**src/rtl/key_scan_pkg.sv**
```systemverilog
// Shared types and defaults for the key scanner front end.
// Latency: n/a (types only).  Backpressure: n/a.
package key_scan_pkg;

    localparam int N_KEYS_DEF    = 10;
    localparam int DEBOUNCE_DEF  = 4;
    localparam int CNT_W_DEF     = 8;

    typedef enum logic [1:0] {
        IDLE = 2'd0,
        EMIT = 2'd1,
        HOLD = 2'd2
    } scan_state_t;

endpackage

```
**src/rtl/key_debounce.sv**
```systemverilog
// Two-flop synchroniser plus per-vector debounce; emits the last stable key vector.
// Latency: 2 sync cycles + DEBOUNCE_CYCLES + 1 from key_in change to stable update.
// Backpressure: none; free-running, every cycle.
module key_debounce
    import key_scan_pkg::*;
#(
    parameter int N_KEYS          = N_KEYS_DEF,
    parameter int DEBOUNCE_CYCLES = DEBOUNCE_DEF
) (
    input  logic              clk,
    input  logic              rst_n,
    input  logic [N_KEYS-1:0] key_in,
    output logic [N_KEYS-1:0] stable
);

    localparam int DB_W = (DEBOUNCE_CYCLES > 1) ? $clog2(DEBOUNCE_CYCLES) : 1;
    localparam logic [DB_W-1:0] DB_MAX = DB_W'(DEBOUNCE_CYCLES - 1);

    logic [N_KEYS-1:0] s1_q, s1_d;
    logic [N_KEYS-1:0] s2_q, s2_d;
    logic [N_KEYS-1:0] cand_q, cand_d;
    logic [N_KEYS-1:0] stable_q, stable_d;
    logic [DB_W-1:0]   cnt_q, cnt_d;

    always_comb begin
        s1_d     = key_in;
        s2_d     = s1_q;
        cand_d   = cand_q;
        cnt_d    = cnt_q;
        stable_d = stable_q;
        // Whole vector is debounced as one unit: any bit change restarts the window.
        if (s2_q != cand_q) begin
            cand_d = s2_q;
            cnt_d  = '0;
        end else begin
            if (cnt_q != DB_MAX) begin
                cnt_d = cnt_q + DB_W'(1);
            end
            if (cnt_q == DB_MAX) begin
                stable_d = cand_q;
            end
        end
    end

    always_ff @(posedge clk or negedge rst_n) begin
        if (!rst_n) begin
            s1_q     <= '0;
            s2_q     <= '0;
            cand_q   <= '0;
            cnt_q    <= '0;
            stable_q <= '0;
        end else begin
            s1_q     <= s1_d;
            s2_q     <= s2_d;
            cand_q   <= cand_d;
            cnt_q    <= cnt_d;
            stable_q <= stable_d;
        end
    end

    assign stable = stable_q;

endmodule

```
**src/rtl/key_onehot_scanner.sv**
```systemverilog
// Turns debounced key vectors into one registered one-hot press per key-down.
// Latency: key_in held -> onehot_valid after DEBOUNCE_CYCLES+4 edges.
// Backpressure: onehot_out/onehot_valid held until onehot_valid && onehot_ready.
module key_onehot_scanner
    import key_scan_pkg::*;
#(
    parameter int N_KEYS          = N_KEYS_DEF,
    parameter int DEBOUNCE_CYCLES = DEBOUNCE_DEF,
    parameter int CNT_W           = CNT_W_DEF
) (
    input  logic              clk,
    input  logic              rst_n,
    input  logic [N_KEYS-1:0] key_in,
    output logic [N_KEYS-1:0] onehot_out,
    output logic              onehot_valid,
    input  logic              onehot_ready,
    output logic              multi_err,
    output logic [CNT_W-1:0]  press_count
);

    logic [N_KEYS-1:0] stable;
    logic              stable_any;
    logic              stable_single;

    scan_state_t       state_q, state_d;
    logic [N_KEYS-1:0] onehot_q, onehot_d;
    logic              valid_q, valid_d;
    logic              multi_q, multi_d;
    logic [CNT_W-1:0]  count_q, count_d;

    key_debounce #(
        .N_KEYS          (N_KEYS),
        .DEBOUNCE_CYCLES (DEBOUNCE_CYCLES)
    ) u_debounce (
        .clk    (clk),
        .rst_n  (rst_n),
        .key_in (key_in),
        .stable (stable)
    );

    assign stable_any    = (stable != '0);
    // Clearing the lowest set bit leaves zero only for a single-hot vector.
    assign stable_single = stable_any && ((stable & (stable - N_KEYS'(1))) == '0);

    always_comb begin
        state_d  = state_q;
        onehot_d = onehot_q;
        valid_d  = valid_q;
        multi_d  = 1'b0;
        count_d  = count_q;
        case (state_q)
            IDLE: begin
                if (stable_single) begin
                    onehot_d = stable;
                    valid_d  = 1'b1;
                    state_d  = EMIT;
                end else if (stable_any) begin
                    multi_d  = 1'b1;
                    state_d  = HOLD;
                end
            end
            EMIT: begin
                if (valid_q && onehot_ready) begin
                    valid_d  = 1'b0;
                    onehot_d = '0;
                    count_d  = count_q + CNT_W'(1);
                    state_d  = HOLD;
                end
            end
            HOLD: begin
                if (!stable_any) begin
                    state_d = IDLE;
                end
            end
            default: begin
                state_d  = IDLE;
                onehot_d = '0;
                valid_d  = 1'b0;
            end
        endcase
    end

    always_ff @(posedge clk or negedge rst_n) begin
        if (!rst_n) begin
            state_q  <= IDLE;
            onehot_q <= '0;
            valid_q  <= 1'b0;
            multi_q  <= 1'b0;
            count_q  <= '0;
        end else begin
            state_q  <= state_d;
            onehot_q <= onehot_d;
            valid_q  <= valid_d;
            multi_q  <= multi_d;
            count_q  <= count_d;
        end
    end

    assign onehot_out   = onehot_q;
    assign onehot_valid = valid_q;
    assign multi_err    = multi_q;
    assign press_count  = count_q;

endmodule
```
**config.mk**
```make
export PLATFORM = sky130hd
export DESIGN_NAME = key_onehot_scanner
export DESIGN_NICKNAME = d
export VERILOG_FILES = /design/src/rtl/key_scan_pkg.sv /design/src/rtl/key_debounce.sv /design/src/rtl/key_onehot_scanner.sv
export SDC_FILE = /design/constraint.sdc
export NUM_CORES = 1
export LEC_CHECK = 0
export CAP_MARGIN = 20
export CORE_MARGIN = 4
export CORE_UTILIZATION = 35
export CTS_BUF_LIST = sky130_fd_sc_hd__clkbuf_16
export DETAILED_ROUTE_END_ITERATION = 8
export MAX_ROUTING_LAYER = met4
export PLACE_DENSITY = 0.57
export SYNTH_ARGS = -nofsm -noshare
export SYNTH_HDL_FRONTEND = slang
export SYNTH_SLANG_ARGS = --single-unit
```
**constraint.sdc**
```tcl
create_clock -name clk -period 2.9 [get_ports clk]
set_input_delay 0.435 -clock clk [delete_from_list [all_inputs] [get_ports clk]]
set_output_delay 0.435 -clock clk [all_outputs]
set_load 0.01 [all_outputs]
```
==> impl_metrics.tcl <==
set metrics [dict create \
    syn_to_final_growth_pct 29.6 \
    startpoint_type "register" \
    overflow 0 \
    antenna_found_initial 0 \
    ys_ff_latch 64 \
    via_per_inst 4.56 \
    antenna_cells 0 \
    start_util_pct 36.5 \
    drive_gt1_share_pct 17.8 \
    synth-edff-count 0 \
    p_per_area_nw_per_um2 650 \
    grt_pass1_vias 1530 \
    synth.area.top_cells "dfrtp_1 (63%), mux2_2 (4.9%), xor2_1 (3.8%), mux2i_1 (3.2%), xnor2_1 (2.4%)" \
    irDropWorstVdd_mv 0.436 \
    num_io_pins 33 \
    rows 30 \
    wl_per_cell_um 12.3 \
    syn_area_sq_um 2520 \
    tightest_slew_ps 534 \
    leakage_nw 1.44 \
    routabilityCongestion 0.771 \
    vias 1513 \
    cp_num_buf_inv 1 \
    drtAntennaViolNets 0 \
    synthCells 199 \
    grt_pass1_wl_um 7300 \
    yosysTopAreaCell "dfrtp_1" \
    die-area_sq_um 8630 \
    synthTopCellsByCount "dfrtp_1 (64), clkbuf_1 (15), nand2_1 (13)" \
    synth_flop_cell "dfrtp_1" \
    clock-sinks 64 \
    final.setup.tns_ps 0 \
    drc 0 \
    syn_nets 214 \
    post_cts_buffers 0 \
    drtIter0Drc 42 \
    yosysWarnings 0 \
    syn_avg_cell_area_sq_um 12.7 \
    grtUsageMet1_pct 13.8 \
    drv_cap 0 \
    rsz0062_at_grt "no" \
    ctsHoldBuffers 0 \
    use_met3_pct 4.06 \
    critPathTopFamily "simple AND/OR/NAND/NOR gates" \
    hold_viol_final 0 \
    portBuffers 32 \
    end_kind "register" \
    maxSlewHeadroom_pct 63.9 \
    slowest_stage "or4_1" \
    yosysMostFrequentCell "dfrtp_1" \
    critPathKind "register to register" \
    final_nets 246 \
    max_freq_mhz 404 \
    seq_area_frac_synth_pct 63.5 \
    htreeDepth 3 \
    cts_resized 0 \
    tritoncts.num_buffers 9 \
    drv_slew 0 \
    core_sq_um 6910 \
    cp_max_fo 9 \
    finalCritPeriodShare_pct 85.4 \
    clk_latency_ps 320 \
    grt_max_degree 49 \
    async_flop_share_pct 100 \
    top_usage_layer "met2" \
    fin_crit_ps 2480 \
    cts_tree "yes" \
    grt_use_total_pct 11.2 \
    required_ps 3140 \
    setup_violations 0 \
    clockBufferDepth 2 \
    cp.arrival_ps 2710 \
    status "finished clean" \
    die_w_um 92.9 \
    hold_ws_ps 81.9 \
    cp_slowest_stage_delay_ps 680 \
    synth_cell_types 42 \
    dieHeight_um 92.9 \
    totalWireLength_um 4080 \
    clock-root-buffer "clkbuf_16" \
    path_cells "or4_1, o41ai_1, nand3_1, a21oi_2, buf_4, mux2i_1" \
    hpwl_um 2840 \
    hp-class "primary input to async pin" \
    firstDrtPassIters 4 \
    grtUsageMet2_pct 16.2 \
    synth_top_cell_area_share_pct 63.5 \
    path_clk_slew_ps 60 \
    clock_skew_ps 5.65 \
]
[flip-flops by register name, summed over array words and instances (netlist names)]
signal	count
u_debounce.s2_q	10
u_debounce.stable	10
state_q	2
u_debounce.s1_q	10
onehot_out	10
u_debounce.cand_q	10
onehot_valid	1
u_debounce.cnt_q	2
multi_err	1
press_count	8
[through the flow]
step	utilization [%]	area (sq um)	instances	setup slack [ps]	power (mW)
4_1_cts	47.0	3250	331	443	2.16
3_5_place_dp	42.3	2920	315	463	0.989
2_1_floorplan	-	2520	199	714	0.954
3_3_place_gp	42.3	2920	315	546	0.989
6_report	47.3	3270	332	425	2.13
5_1_grt	47.3	3270	332	254	2.21
[layout by cell type, fill, tap and decap left out, types with 2 or more instances in the layout]
cell type,n
and2_1,3
buf_4,5
bufinv_16,2
clkbuf_16,9
clkdlybuf4s50_1,31
clkinvlp_4,2
dfrtp_1,64
ha_1,2
inv_1,11
inv_6,3
mux2_2,11
mux2i_1,8
nand2_1,13
nand3_1,4
nand4_1,3
nor2_1,8
nor3_1,2
nor4_1,5
o21ai_0,4
o22ai_1,2
or3b_2,2
xnor2_1,7
xor2_1,11
[final timing paths]
path / start / to / slack (ps) / depth (start not counted)
worst max-delay path: u_debounce.stable[0] / onehot_out[6] / 420 / 6
worst min-delay path: rst_n / u_debounce.s1_q[4] / 80 / 1
worst max register to register: u_debounce.stable[0] / onehot_out[6] / 420 / 6
worst min register to register: u_debounce.s1_q[5] / u_debounce.s2_q[5] / 350 / 0
max in group asynchronous: rst_n / onehot_out[6] / 2100 / 3
min in group clk: u_debounce.s1_q[5] / u_debounce.s2_q[5] / 350 / 0
[per-layer routing]
metal  vias up  wire [um]
met4         0         94
met2        31       1900
met1       729       1880
met5         -          0
met3        11        204
li1        742          -
[power breakdown]
group          switching [mW]  leakage, nW  internal [mW]
logic                  0.0235        0.482         0.0247
registers              0.0109        0.804          0.915
clock network           0.392        0.153          0.760
[worst reg2reg max path, delay by kind of cell, from the launching register on]
kind	cells	cell delay, ps
muxes	1	200
buffers and inverters	1	240
and+or+nand+nor	2	830
DFF	1	410
AOI/OAI and AO/OA	2	710
[logic make-up (layout without fill, tap and decap cells)]
family                     count (synthesis)  count (layout)  synth area share (%)
AOI/OAI and AO/OA                         19              19                  5.85
xor gates and xnor gates                  18              18                  6.25
adders and majority gates                  3               3                  1.39
muxes                                     19              19                  8.09
DFF                                       64              64                  63.5
and+or+nand+nor                           48              48                  10.4
buffers and inverters                     28              65                  4.51
[layout make-up]
cell class              count  area, sq um
fillers                   632         3640
flip-flops and latches     64         1600
multi-input cells         107          807
repair buffers             38          373
clock buffers               9          225
well taps                  96          120
clock inverters             7          101
inverters                  11         41.3
(Power assumes the default switching activity.)
